--- src/rtl/yin_tau_search.sv ---
// rtl/yin_tau_search.sv - YIN pitch-period selector over a streamed d'(tau) frame
// First sub-threshold tau, refined to its dip minimum; global-minimum fallback when nothing crosses.
module yin_tau_search #(
  parameter int DATA_W          = 60,
  parameter int TAU_W           = 8,
  parameter int MAX_TAU         = 40,
  parameter int MIN_TAU         = 2,
  parameter int THR_DEN         = 100,
  parameter int FALLBACK_GLOBAL = 1
) (
  input  logic              clk,
  input  logic              reset,
  input  logic              start,
  input  logic [DATA_W-1:0] avg,
  input  logic [7:0]        thr_num,
  input  logic              s_valid,
  output logic              s_ready,
  input  logic [DATA_W-1:0] s_data,
  output logic              busy,
  output logic              done,
  output logic [TAU_W-1:0]  tau_out,
  output logic              tau_found,
  output logic [DATA_W-1:0] min_val
);

  localparam int              THR_W    = DATA_W + 8;
  localparam int              CMP_W    = DATA_W + 32;
  localparam logic [TAU_W-1:0] LAST_IDX = TAU_W'(MAX_TAU - 1);
  localparam logic [TAU_W-1:0] MIN_IDX  = TAU_W'(MIN_TAU);
  localparam logic [31:0]     DEN      = 32'(THR_DEN);

  typedef enum logic [2:0] {
    IDLE,
    SEARCH,
    DESCEND,
    DRAIN,
    DONE
  } state_t;

  state_t              state, state_nxt;
  logic [TAU_W-1:0]    idx, idx_nxt;
  logic [THR_W-1:0]    thr, thr_nxt;
  logic [DATA_W-1:0]   gmin, gmin_nxt;
  logic [TAU_W-1:0]    gtau, gtau_nxt;
  logic [DATA_W-1:0]   cval, cval_nxt;
  logic [TAU_W-1:0]    cand, cand_nxt;
  logic [TAU_W-1:0]    tau_out_nxt;
  logic                tau_found_nxt;
  logic [DATA_W-1:0]   min_val_nxt;

  logic                xfer;
  logic                counted;
  logic                last;
  logic                hit;
  logic [CMP_W-1:0]    scaled;

  assign s_ready = (state == SEARCH) || (state == DESCEND) || (state == DRAIN);
  assign busy    = (state != IDLE);
  assign done    = (state == DONE);

  // Threshold test by cross-multiplication at full width, so no divider and no truncation.
  assign xfer    = s_valid && s_ready;
  assign counted = (idx >= MIN_IDX);
  assign last    = (idx == LAST_IDX);
  assign scaled  = CMP_W'(s_data) * CMP_W'(DEN);
  assign hit     = counted && (scaled < CMP_W'(thr));

  always_comb begin
    state_nxt     = state;
    idx_nxt       = idx;
    thr_nxt       = thr;
    gmin_nxt      = gmin;
    gtau_nxt      = gtau;
    cval_nxt      = cval;
    cand_nxt      = cand;
    tau_out_nxt   = tau_out;
    tau_found_nxt = tau_found;
    min_val_nxt   = min_val;

    case (state)
      IDLE: begin
        if (start) begin
          thr_nxt   = THR_W'(avg) * THR_W'(thr_num);
          idx_nxt   = '0;
          gmin_nxt  = '1;
          gtau_nxt  = '0;
          cval_nxt  = '0;
          cand_nxt  = '0;
          state_nxt = SEARCH;
        end
      end
      SEARCH: begin
        if (xfer) begin
          idx_nxt = idx + TAU_W'(1);
          if (counted && (s_data < gmin)) begin
            gmin_nxt = s_data;
            gtau_nxt = idx;
          end
          if (hit) begin
            cand_nxt  = idx;
            cval_nxt  = s_data;
            state_nxt = DESCEND;
          end
        end
      end
      DESCEND: begin
        if (xfer) begin
          idx_nxt = idx + TAU_W'(1);
          if (s_data < cval) begin
            cand_nxt = idx;
            cval_nxt = s_data;
          end else begin
            state_nxt = DRAIN;
          end
        end
      end
      DRAIN: begin
        if (xfer) idx_nxt = idx + TAU_W'(1);
      end
      DONE: begin
        state_nxt = IDLE;
      end
      default: begin
        state_nxt = IDLE;
      end
    endcase

    // The final beat overrides every other transition and commits the result.
    if (xfer && last) begin
      state_nxt = DONE;
      if ((state == SEARCH) && !hit) begin
        tau_found_nxt = 1'b0;
        if (FALLBACK_GLOBAL != 0) begin
          tau_out_nxt = gtau_nxt;
          min_val_nxt = gmin_nxt;
        end else begin
          tau_out_nxt = '0;
          min_val_nxt = '0;
        end
      end else begin
        tau_found_nxt = 1'b1;
        tau_out_nxt   = cand_nxt;
        min_val_nxt   = cval_nxt;
      end
    end
  end

  always_ff @(posedge clk) begin
    if (!reset) begin
      state     <= IDLE;
      idx       <= '0;
      thr       <= '0;
      gmin      <= '0;
      gtau      <= '0;
      cval      <= '0;
      cand      <= '0;
      tau_out   <= '0;
      tau_found <= 1'b0;
      min_val   <= '0;
    end else begin
      state     <= state_nxt;
      idx       <= idx_nxt;
      thr       <= thr_nxt;
      gmin      <= gmin_nxt;
      gtau      <= gtau_nxt;
      cval      <= cval_nxt;
      cand      <= cand_nxt;
      tau_out   <= tau_out_nxt;
      tau_found <= tau_found_nxt;
      min_val   <= min_val_nxt;
    end
  end

endmodule

--- config.mk ---
export PLATFORM = sky130hd
export DESIGN_NAME = yin_tau_search
export DESIGN_NICKNAME = d
export VERILOG_FILES = /design/src/rtl/yin_tau_search.sv
export SDC_FILE = /design/constraint.sdc
export NUM_CORES = 2
export LEC_CHECK = 0
export CORE_ASPECT_RATIO = 1.4
export CORE_MARGIN = 2
export CORE_UTILIZATION = 55
export CTS_BUF_LIST = sky130_fd_sc_hd__clkbuf_8
export DETAILED_ROUTE_END_ITERATION = 8
export GPL_ROUTABILITY_DRIVEN = 0
export PLACE_DENSITY = 0.74
export REMOVE_ABC_BUFFERS = 1
export SYNTH_ARGS = -nofsm -noshare
export SYNTH_HDL_FRONTEND = slang
export SYNTH_SLANG_ARGS = --single-unit
--- constraint.sdc ---
create_clock -name clk -period 18.1 [get_ports clk]
set_input_delay 1.81 -clock clk [delete_from_list [all_inputs] [get_ports clk]]
set_output_delay 1.81 -clock clk [all_outputs]
set_load 0.02 [all_outputs]
==> metrics <==
post-synthesis sequential area ratio between 10% and 20%; CTS buffer count 43; Die Wd about 220 µm; H-tree levels 2; DRC 0; Commonest cells post-synth inv_1, nand2_1, ha_1; antenna-violating nets left 0; final wirelength a little over 90,000 µm; CTS Hold Bufs 0; Clock Latency Late Sink 0.61 ns; critical path endpoint category flop; Final Hold Vio Count 0; synthesized flop and latch total about 280; number of library cell types mapped by synthesis between 80 and 90; most common cell in the netlist inv_1; Setup Viol. Count Final 0; first-pass GRT wire length 154,000 µm; Worst-Margin Slew 1.05 ns; dpl cells 5,368; CP Max Fanout 34; layout cell share with drive strength beyond 1 under 10%; initial antenna violation count 2; # IOs 204; worst clock skew 0.0322 ns; RSZ-0062 raised after global routing false; status finished, final reports clean; Post-Synthesis Cell Area 37,200 µm²; Cell Pwr Density 117 nW/µm²; # Post-CTS Setup Buffers 0; minimum clock period 9.30 ns; final std cells w/o fill 5,442; ys flop type dfxtp_1; Fillers 5,991; core area 66,800 µm²; highest clock rate 0.107 GHz; syn_area_per_cell between 8 and 9 µm²; Slew Viols, Final 0; Sequential Area 5690 µm²; Max rail drop VDD 0.0811 mV; relative slew slack roughly 30%; Total GRT Usage 26.6%; drt wl/cell 16.8 µm; Synth area leader fa_1; Synth Warn # 0; cell count after synthesis 4,472; Synth area leaders fa_1, ha_1, dfxtp_1, inv_1, nand2_1; Clock Path Buffers 3; NumNets Final 5,550; top cell type's share of synthesized area between 20 and 25%; Worst EP required 18.58 ns; drt pass-1 iters 5; Hold Crit Class flop to flop; vias in the first global route ~31,000; CTS resizes 0; Crit Path Category input pin to flop; IO buf count 203; Die Y approximately 310 µm; fin crit share 51.4%; Vias 30,300; die area 69,800 µm²; CTS root buffer clkbuf_8; TritonCTS clock tree done; Worst setup SP type input pin; largest net degree at the start of global routing about 110; setup_tns 0 ns; Reg clk slew, reported paths 0.07 ns; synthesis-to-layout area growth 9.30%; Rows 112; Max-Cap Viols 0; Worst Path Arrival 9.79 ns; DRT iter0 DRCs around 1,600; share of flip-flops with an asynchronous set or reset 0%; Initial Util 55.7%; Via density 5.57; Clock Sinks ~280; Post-synth EDFFs 0; dpl hpwl 71,200 µm; multi-input logic area ~28,000 µm²; total gr overflow 0; LEAKAGE between 15 and 20 nW
logic make-up after synthesis:
logic type	Yosys count	synth area share [%]
adders and majority gates	860	37.0
xor gates and xnor gates	118	2.78
AOI/OAI and AO/OA	740	13.3
buffers and inverters	977	9.99
and+or+nand+nor	1353	17.7
muxes	140	3.96
DFF	284	15.3
registers in the layout, indices dropped and copies added, names as in the netlist:
register   flops
tau_out        8
thr           68
cval          60
gmin          60
gtau           8
cand           8
state          3
idx            8
min_val       60
tau_found      1
worst paths after layout:
| kind | endpoint | start | depth (start not counted) | slack [ns] |
|---|---|---|---|---|
| worst max-delay path | min_val[0] | s_data[6] | 28 | 8.80 |
| worst min-delay path | min_val[36] | min_val[36] | 2 | 0.46 |
| worst max register to register | min_val[0] | cval[58] | 13 | 13.02 |
| worst min register to register | min_val[36] | min_val[36] | 2 | 0.46 |
report_power, final:
group          internal, W  switching, W
combinational      0.00144       0.00201
clock             0.000322      0.000274
sequential        0.000693     0.0000341
total              0.00245       0.00231
through the flow:
step	total power, W	worst slack [ns]	hold slack (ns)	util [%]	instance area, µm²
2_1_floorplan	0.00334	6.02	0.441	-	36500
3_3_place_gp	0.00410	8.32	0.446	59.5	39800
3_5_place_dp	0.00415	8.22	0.448	59.5	39800
4_1_cts	0.00477	8.85	0.464	60.9	40700
5_1_grt	0.00526	8.40	0.483	60.9	40700
6_report	0.00477	8.80	0.462	60.9	40700
final cells by class:
cell class / instances / area share, %
multi-input combinational: 3211 / 68.5
sequential: 284 / 14.0
inverter: 797 / 7.35
timing repair buffer: 221 / 5.26
tap: 855 / 2.63
clock buffer: 53 / 1.79
clock inverter: 20 / 0.498
antenna: 1 / 0.00615
worst max-delay path, stage by stage:
cell and delay (ns):
clkdlybuf4s50_1 0.72, ha_1 0.31, ha_1 0.27, inv_1 0.05
fa_1 0.50, inv_1 0.04, ha_1 0.39, nand2_2 0.12
nor3_1 0.17, a21oi_1 0.15, o21ai_2 0.22, a41oi_1 0.28
a31oi_1 0.45, o31a_1 0.27, nand4_1 0.21, a311oi_1 0.36
xor2_1 0.12, ha_1 0.30, nand4b_1 0.14, nor2_1 0.24
o2111ai_1 0.15, a21oi_1 0.16, nor3_1 0.09, a31oi_4 0.41
buf_4 0.53, buf_4 0.61, mux2_2 0.42, o221ai_1 0.18
placed cells by master, fill, tap and decap left out, types with 8 or more instances in the layout:
| master | synthesis | final |
|---|---|---|
| inv_1 | 797 | 805 |
| and3_1 | 22 | 22 |
| nor3_1 | 24 | 24 |
| a211o_1 | 8 | 8 |
| mux2i_1 | 83 | 83 |
| nor2_1 | 213 | 213 |
| and2_1 | 246 | 244 |
| o221ai_1 | 64 | 64 |
| ha_1 | 457 | 457 |
| a21boi_0 | 17 | 17 |
| nand3_1 | 37 | 36 |
| fa_1 | 403 | 403 |
| o21ai_0 | 134 | 134 |
| a211oi_1 | 22 | 22 |
| a221oi_1 | 11 | 11 |
| nand2_1 | 532 | 530 |
| nor2b_1 | 153 | 153 |
| buf_4 | 4 | 19 |
| nand2b_1 | 19 | 19 |
| o211ai_1 | 21 | 21 |
| o22ai_1 | 14 | 14 |
| clkbuf_8 | 0 | 53 |
| a21oi_1 | 193 | 193 |
| o31ai_1 | 9 | 9 |
| xor2_1 | 51 | 51 |
| o21a_1 | 20 | 20 |
| nand4_1 | 62 | 62 |
| clkdlybuf4s50_1 | 0 | 197 |
| mux2_2 | 56 | 56 |
| a21o_1 | 114 | 114 |
| xnor2_1 | 67 | 67 |
| o21bai_1 | 25 | 25 |
| a31oi_1 | 21 | 20 |
| o211a_1 | 9 | 9 |
| dfxtp_1 | 284 | 284 |
metal layers:
layer	track usage, %	vias to the layer above	wire length [µm]
li1	-	14700	-
met2	47.3	693	44700
met5	0	-	13
met3	2.42	155	3480
met1	34.0	14800	40400
met4	8.29	2	2660
No activity file was read; power rests on OpenSTA's default activity.
